==> src/rtl/ram_fifo_ctrl_pkg.sv <==
// Shared encodings for the single-port ram FIFO sequencer: FSM states and ram rd_wr values.
package ram_fifo_ctrl_pkg;

    localparam int DW_DEF = 4;
    localparam int AW_DEF = 4;

    typedef enum logic {
        IDLE   = 1'b0,
        RDWAIT = 1'b1
    } state_e;

    localparam logic RAM_WR = 1'b0;
    localparam logic RAM_RD = 1'b1;

endpackage

==> src/rtl/ram_fifo_ctrl_ptr.sv <==
// AW-bit wrapping pointer with increment enable; wraps naturally because DEPTH == 2**AW.
module ram_fifo_ptr #(
    parameter int AW = 4
) (
    input  logic          clk,
    input  logic          rst,
    input  logic          inc,
    output logic [AW-1:0] ptr
);

    logic [AW-1:0] ptr_q;
    logic [AW-1:0] ptr_d;

    always_comb begin
        ptr_d = ptr_q;
        if (inc) ptr_d = ptr_q + 1'b1;
    end

    always_ff @(posedge clk or posedge rst) begin
        if (rst) ptr_q <= '0;
        else     ptr_q <= ptr_d;
    end

    assign ptr = ptr_q;

endmodule

==> src/rtl/ram_fifo_ctrl.sv <==
// Turns a single-port ram into a FIFO with a 1-entry prefetched output register.
// Prefetch reads take priority over writes; wr_ready depends on registered state only.
module ram_fifo_ctrl
    import ram_fifo_ctrl_pkg::*;
#(
    parameter int DW     = DW_DEF,
    parameter int AW     = AW_DEF,
    parameter int DEPTH  = 16,
    parameter int RD_LAT = 1
) (
    input  logic          clk,
    input  logic          rst,
    input  logic          wr_valid,
    input  logic [DW-1:0] wr_data,
    output logic          wr_ready,
    output logic          rd_valid,
    output logic [DW-1:0] rd_data,
    input  logic          rd_ready,
    output logic [AW:0]   count,
    output logic          full,
    output logic          empty,
    output logic [DW-1:0] ram_ip,
    output logic [AW-1:0] ram_address,
    output logic          ram_rd_wr,
    input  logic [DW-1:0] ram_op
);

    localparam int LW = (RD_LAT > 1) ? $clog2(RD_LAT) : 1;

    state_e        state_q, state_d;
    logic [LW-1:0] lat_cnt_q, lat_cnt_d;
    logic [AW-1:0] rd_addr_q, rd_addr_d;
    logic [AW:0]   count_q, count_d;
    logic          rd_valid_q, rd_valid_d;
    logic [DW-1:0] rd_data_q, rd_data_d;

    logic [AW-1:0] wr_ptr, rd_ptr;
    logic          wr_inc, rd_inc;
    logic          need_rd;
    logic          wr_fire;
    logic          lat_last;

    ram_fifo_ptr #(.AW(AW)) u_wr_ptr (.clk(clk), .rst(rst), .inc(wr_inc), .ptr(wr_ptr));
    ram_fifo_ptr #(.AW(AW)) u_rd_ptr (.clk(clk), .rst(rst), .inc(rd_inc), .ptr(rd_ptr));

    assign need_rd  = (count_q != '0) && !rd_valid_q;
    assign full     = (count_q == (AW+1)'(DEPTH));
    assign empty    = (count_q == '0) && !rd_valid_q;
    assign wr_ready = (state_q == IDLE) && !full && !need_rd;
    assign wr_fire  = wr_valid && wr_ready;
    assign lat_last = (lat_cnt_q == LW'(RD_LAT - 1));

    // Next-state and datapath updates
    always_comb begin
        state_d    = state_q;
        lat_cnt_d  = lat_cnt_q;
        rd_addr_d  = rd_addr_q;
        count_d    = count_q;
        rd_valid_d = rd_valid_q;
        rd_data_d  = rd_data_q;
        wr_inc     = 1'b0;
        rd_inc     = 1'b0;

        if (rd_valid_q && rd_ready) rd_valid_d = 1'b0;

        case (state_q)
            IDLE: begin
                if (need_rd) begin
                    state_d   = RDWAIT;
                    lat_cnt_d = '0;
                    rd_addr_d = rd_ptr;
                    rd_inc    = 1'b1;
                    count_d   = count_q - (AW+1)'(1);
                end else if (wr_fire) begin
                    wr_inc  = 1'b1;
                    count_d = count_q + (AW+1)'(1);
                end
            end
            RDWAIT: begin
                if (lat_last) begin
                    rd_data_d  = ram_op;
                    rd_valid_d = 1'b1;
                    state_d    = IDLE;
                end else begin
                    lat_cnt_d = lat_cnt_q + LW'(1);
                end
            end
            default: state_d = IDLE;
        endcase
    end

    always_ff @(posedge clk or posedge rst) begin
        if (rst) begin
            state_q    <= IDLE;
            lat_cnt_q  <= '0;
            rd_addr_q  <= '0;
            count_q    <= '0;
            rd_valid_q <= 1'b0;
            rd_data_q  <= '0;
        end else begin
            state_q    <= state_d;
            lat_cnt_q  <= lat_cnt_d;
            rd_addr_q  <= rd_addr_d;
            count_q    <= count_d;
            rd_valid_q <= rd_valid_d;
            rd_data_q  <= rd_data_d;
        end
    end

    // Ram port drive; reset forces read so a stray wr_valid cannot corrupt ram
    always_comb begin
        ram_rd_wr   = RAM_RD;
        ram_address = rd_ptr;
        ram_ip      = '0;
        if (!rst) begin
            if (state_q == RDWAIT) begin
                ram_address = rd_addr_q;
            end else if (wr_fire) begin
                ram_rd_wr   = RAM_WR;
                ram_address = wr_ptr;
                ram_ip      = wr_data;
            end
        end
    end

    assign rd_valid = rd_valid_q;
    assign rd_data  = rd_data_q;
    assign count    = count_q;

endmodule

==> config.mk <==
export PLATFORM = sky130hd
export DESIGN_NAME = ram_fifo_ctrl
export DESIGN_NICKNAME = d
export VERILOG_FILES = /design/src/rtl/ram_fifo_ctrl_pkg.sv /design/src/rtl/ram_fifo_ctrl_ptr.sv /design/src/rtl/ram_fifo_ctrl.sv
export SDC_FILE = /design/constraint.sdc
export NUM_CORES = 1
export LEC_CHECK = 0
export CAP_MARGIN = 5
export CORE_UTILIZATION = 48
export CTS_CLUSTER_SIZE = 28
export DETAILED_ROUTE_END_ITERATION = 10
export PLACE_DENSITY = 0.79
export SLEW_MARGIN = 25
export SYNTH_ARGS = -nofsm -noshare
export SYNTH_HDL_FRONTEND = slang
export SYNTH_HIERARCHICAL = 1
export SYNTH_SLANG_ARGS = --single-unit
==> constraint.sdc <==
create_clock -name clk -period 2.8 [get_ports clk]
set_input_delay 0.84 -clock clk [delete_from_list [all_inputs] [get_ports clk]]
set_output_delay 0.84 -clock clk [all_outputs]
set_load 0.02 [all_outputs]
Yosys cells after proc, flatten, opt, wreduce, memory -nomap -nowiden:

Index checks and enable logic that the tools add are counted.

* register bits after elaboration: 24
* output and inout bits: 22
* logic and storage cells: 56

* add/subtract/negate cells: 5
* equality and inequality tests: 2
* multiplexer cells: 24
* bitwise operators: 2
* reduce and logical (&&, ||, !) cells: 15

Operators by type and width (count)
* $mux W4: 6
* $mux W1: 14
* $mux W5: 2
* $add A4 B1 Y4 const B: 2
* $logic_and A1 B1 Y1: 6
* $reduce_and A2 Y1: 3
* $add A5 B1 Y5 const B: 1
* $eq A5 B5 Y1 const B: 1
* $logic_not A5 Y1: 1
* $reduce_bool A5 Y1: 1
* $sub A5 B1 Y5 const B: 1
* $pmux W1 S2: 2
* $logic_not A1 Y1: 3
* $ne A2 B2 Y1 const B: 1
* $not A1 Y1: 2
* $reduce_bool A2 Y1: 1
* $add A1 B1 Y1 const B: 1

Longest topological paths before layout:

* depth after elaboration: 8
* mapped depth: 10
* depth with buffers taken out: 9

Modules after synthesis:

The synthesis kept the hierarchy.

By module, submodules not included
* ram_fifo_ctrl: times used 1, cells each 96, area each 962.2 µm²
* ram_fifo_ptr: times used 2, cells each 12, area each 163.9 µm²

Worst setup path before layout:

No wires, ideal clock.

* kind: flip-flop to output port
* from: register count_q[1] (netlist: count[1])
* to: output port ram_ip[3]
* data arrival time: 2.178 ns
* required time: 1.960 ns
* slack: -0.218 ns
* stages on the path, launching flop included: 7
* buffers on the path: 2
* cell sequence: dfrtp_1 -> buf_6 -> nor4_4 -> mux2i_1 -> or3_1 -> buf_6 -> nor3b_1

* longest elaborated chain between the ends: 8
* elaborated cells between the ends (all ways): 11
* classes of those cells: eq/ne: 1; mux: 3; reduce/logical: 7

Ends and longest elaborated chain
* start: declaration: line ram_fifo_ctrl.sv:33 `logic [AW:0] count_q, count_d;`
* start signal: assignment: line ram_fifo_ctrl.sv:104 `count_q <= count_d;`
* $eq A5 B5 Y1 or $reduce_bool A5 Y1 (tied branches): line ram_fifo_ctrl.sv:47, ram_fifo_ctrl.sv:46
* $logic_not A1 Y1 or $logic_and A1 B1 Y1 (tied branches): line ram_fifo_ctrl.sv:49, ram_fifo_ctrl.sv:46
* $logic_and A1 B1 Y1 or $logic_not A1 Y1 (tied branches): line ram_fifo_ctrl.sv:49 `assign wr_ready = (state_q == IDLE) && !full && !need_rd;`
* $logic_and A1 B1 Y1 *: line ram_fifo_ctrl.sv:49
* $logic_and A1 B1 Y1 *: line ram_fifo_ctrl.sv:50 `assign wr_fire = wr_valid && wr_ready;`
* $mux W4 *: line ram_fifo_ctrl.sv:118 `end else if (wr_fire) begin`
* $mux W4 *: line ram_fifo_ctrl.sv:116 `if (state_q == RDWAIT) begin`
* $mux W4 *: line ram_fifo_ctrl.sv:115 `if (!rst) begin`
* end: declaration: line ram_fifo_ctrl.sv:22 `output logic [DW-1:0] ram_ip,`

Mark *: on every way between the ends. The rest lies on a longest branch, timed or not.

Worst setup path in the final report:

* from: register count_q[0] (netlist: count[0])
* to: output port ram_address[2]

* longest elaborated chain between the ends: 8
* elaborated cells between the ends (all ways): 11
* classes of those cells: eq/ne: 1; mux: 3; reduce/logical: 7

Ends and longest elaborated chain
* $eq A5 B5 Y1 or $reduce_bool A5 Y1 (tied branches): line ram_fifo_ctrl.sv:47, ram_fifo_ctrl.sv:46
* $logic_not A1 Y1 or $logic_and A1 B1 Y1 (tied branches): line ram_fifo_ctrl.sv:49, ram_fifo_ctrl.sv:46
* $logic_and A1 B1 Y1 or $logic_not A1 Y1 (tied branches): line ram_fifo_ctrl.sv:49
* $logic_and A1 B1 Y1 *: line ram_fifo_ctrl.sv:49
* $logic_and A1 B1 Y1 *: line ram_fifo_ctrl.sv:50
* $mux W4 *: line ram_fifo_ctrl.sv:118
* $mux W4 *: line ram_fifo_ctrl.sv:116
* $mux W4 *: line ram_fifo_ctrl.sv:115
* end: declaration: line ram_fifo_ctrl.sv:23 `output logic [AW-1:0] ram_address,`

Marks and branches as above.

==> run metrics <==
commonest non-fill, non-tap cells in the layout 23 x dfrtp_1, 22 x buf_4, 19 x clkdlybuf4s50_1, 11 x mux2_2; library cells used by synthesis 36; failing checks setup timing; vias roughly 1100; Avg Cell Area, Syn 10.7 um^2; hold path endpoint u_wr_ptr/ptr[3]; Die Span X 53.8 um; top-level I/O count 34; Setup crit end kind output port; core area around 0.0025 mm^2; global-route usage over all layers a little over a fifth; clk buf depth 2; antenna violations before repair 0; CTS Root Cell clkbuf_4; starting DRC count in detailed routing 9; Post-synth EDFFs 0; setup repair after global routing missed its margin true; Initial Util 51.6%; hold path depth 1; final wirelength 2790 um; I/O Buffers 33; Top FF cell, synth dfrtp_1; Hold Path Class reg2reg; Syn Inst Count 120; startpoint types flop; met3 usage in global routing under 10%; outcome finished with violations; H-Tree Depth 1; first-pass GRT wire length 4370 um; critical path class reg2out; max_cap viols 0; fillcell total 160; final setup fails 8; ys async rst share 100%; Clk pin slew, worst setup/hold paths 0.13 ns; Synth Cell Area ~0.0013 mm^2; Worst VDD drop ~0.86 mV; Final ANT Viol Nets 0; max_slew headroom 58.0%; Area Growth Syn to Fin 46.3%; total CTS buffers 3; FF-to-FF End count[4]; minimum clock period 2.90 ns; worst-skew pair later-pin latency 0.31 ns; worst reg2reg path depth 11; most common cell after layout, fill and taps aside dfrtp_1; sequential area share after synthesis 44.6%; max-slew violation count 0; Setup WS post-layout -0.101 ns; GRT overflow 0; Pwr Total 2.35 mW; Leakage Power 0.849 nW; busiest grt layer met2; P per Cell Area between 1000 and 1500 mW/mm^2; Net count, final around 190; Die H about 54 um; Syn. warnings 6; share of cells above drive strength 1 between 30% and 40%; pin count of the biggest net entering global routing 16; fmax 0.345 GHz; Critical Path Fanout Max 5; r2r startpoint count[1]; CTS tree built; DR WL/cell ~14 um; Residual DRC 0; synthesized net count 136; GR met2 Demand/Resource 36.0%; HP Start u_wr_ptr/ptr[3]; vias in the first global route 996; TritonRoute pass-1 iters 4; global-route track usage on met1 27.1%; Setup Skew 0.00590 ns; Fin. Hold Viols 0; Rows 18; Data arrival, critical path 2.06 ns; clk sinks 23; Post-Route Setup TNS -0.442 ns; ANT cells 0; die footprint 0.00290 mm^2; hold-fix buffers at CTS 0; WHS 0.502 ns; Final HPWL DP around 2200 um; number of vias per cell 5.19; Seq cells post-synth 23; Crit path required time 1.96 ns; Tightest Pin Transition 0.626 ns; reg-to-reg slack, setup 0.18 ns; Final Cycle Share 104%; dpl ws -0.928 ns; gpl congestion between 0.8 and 0.9
==> area by class of cell <==
type	count	area (um^2)	area share [%]
Clock buffer	3	22.5	1.19
Clock inverter	1	5.00	0.265
Inverter	9	33.8	1.79
Multi-Input combinational cell	85	722	38.3
Sequential cell	23	576	30.5
Tap cell	30	37.5	1.99
Timing Repair Buffer	55	490	26.0
==> flip-flops by register name, summed over array words and instances, names as in the netlist <==
name and count:
rd_addr_q 4, u_wr_ptr/ptr 4, rd_data 4, count 5, state_q 1, rd_valid 1, u_rd_ptr/ptr 4
==> cells by family (layout without fill, tap and decap cells) <==
logic type | Yosys count | count (layout) | share of synthesized area [%]
mux | 12 | 12 | 10.4
compound gates | 21 | 21 | 13.1
buf+inv | 13 | 68 | 4.95
xor+xnor | 10 | 10 | 6.79
flops | 23 | 23 | 44.6
fa+ha+maj | 4 | 4 | 3.88
simple gates | 37 | 38 | 16.3
==> critical path, stage by stage, from the launching register on <==
cell and delay, ns:
dfrtp_1 0.43, nor4_4 0.35, mux2i_2 0.13, or3_4 0.42, o221a_1 0.29, buf_6 0.13
==> how the worst max path moves through the flow <==
stage	startpoint	endpoint	slack, ns
floorplan	count[1]	ram_address[0]	0.01
global placement	wr_valid	ram_ip[3]	-0.91
detailed placement	wr_valid	ram_address[2]	-0.93
CTS	count[2]	ram_address[2]	-0.14
global route	count[0]	ram_address[2]	-0.16
finish	count[0]	ram_address[2]	-0.10
==> metrics by stage <==
stage	instance area (um^2)	util (%)	std cells
finish	1890	75.5	206
global route	1890	75.5	206
CTS	1820	73.0	205
detailed placement	1780	71.3	198
global placement	1780	71.3	198
floorplan	1300	-	120
==> repair_timing <==
action | in CTS | in global routing
gates resized for setup | 64 | 18
cloned | 1 | 0
pin swaps | 4 | 4
setup buffers | 2 | 1
setup endpoints to repair | 14 | 13
==> per-layer routing <==
metal  vias to the layer above  share of wire, %
li1                        538                 -
met1                       508                45
met2                        22                51
met3                         2               4.2
met4                         0              0.36
met5                         -                 0
==> Yosys cell counts, drive strengths merged, types with 3 or more instances <==
cell,n,area [um^2]
dfrtp,23,576
ha,4,50.1
inv,9,33.8
mux2,11,124
nand2,5,18.8
nand2b,7,43.8
nor2,11,41.3
o21ai,3,15.0
o21bai,3,22.5
o221a,4,45.0
xnor2,6,52.6
xor2,4,35.0
==> where the power goes <==
| group | switching, mW | internal, mW | total (mW) |
|---|---|---|---|
| Clock | 0.0983 | 0.0534 | 0.152 |
| Sequential | 0.144 | 0.511 | 0.656 |
| Combinational | 0.732 | 0.810 | 1.54 |
(Power assumes the default switching activity.)
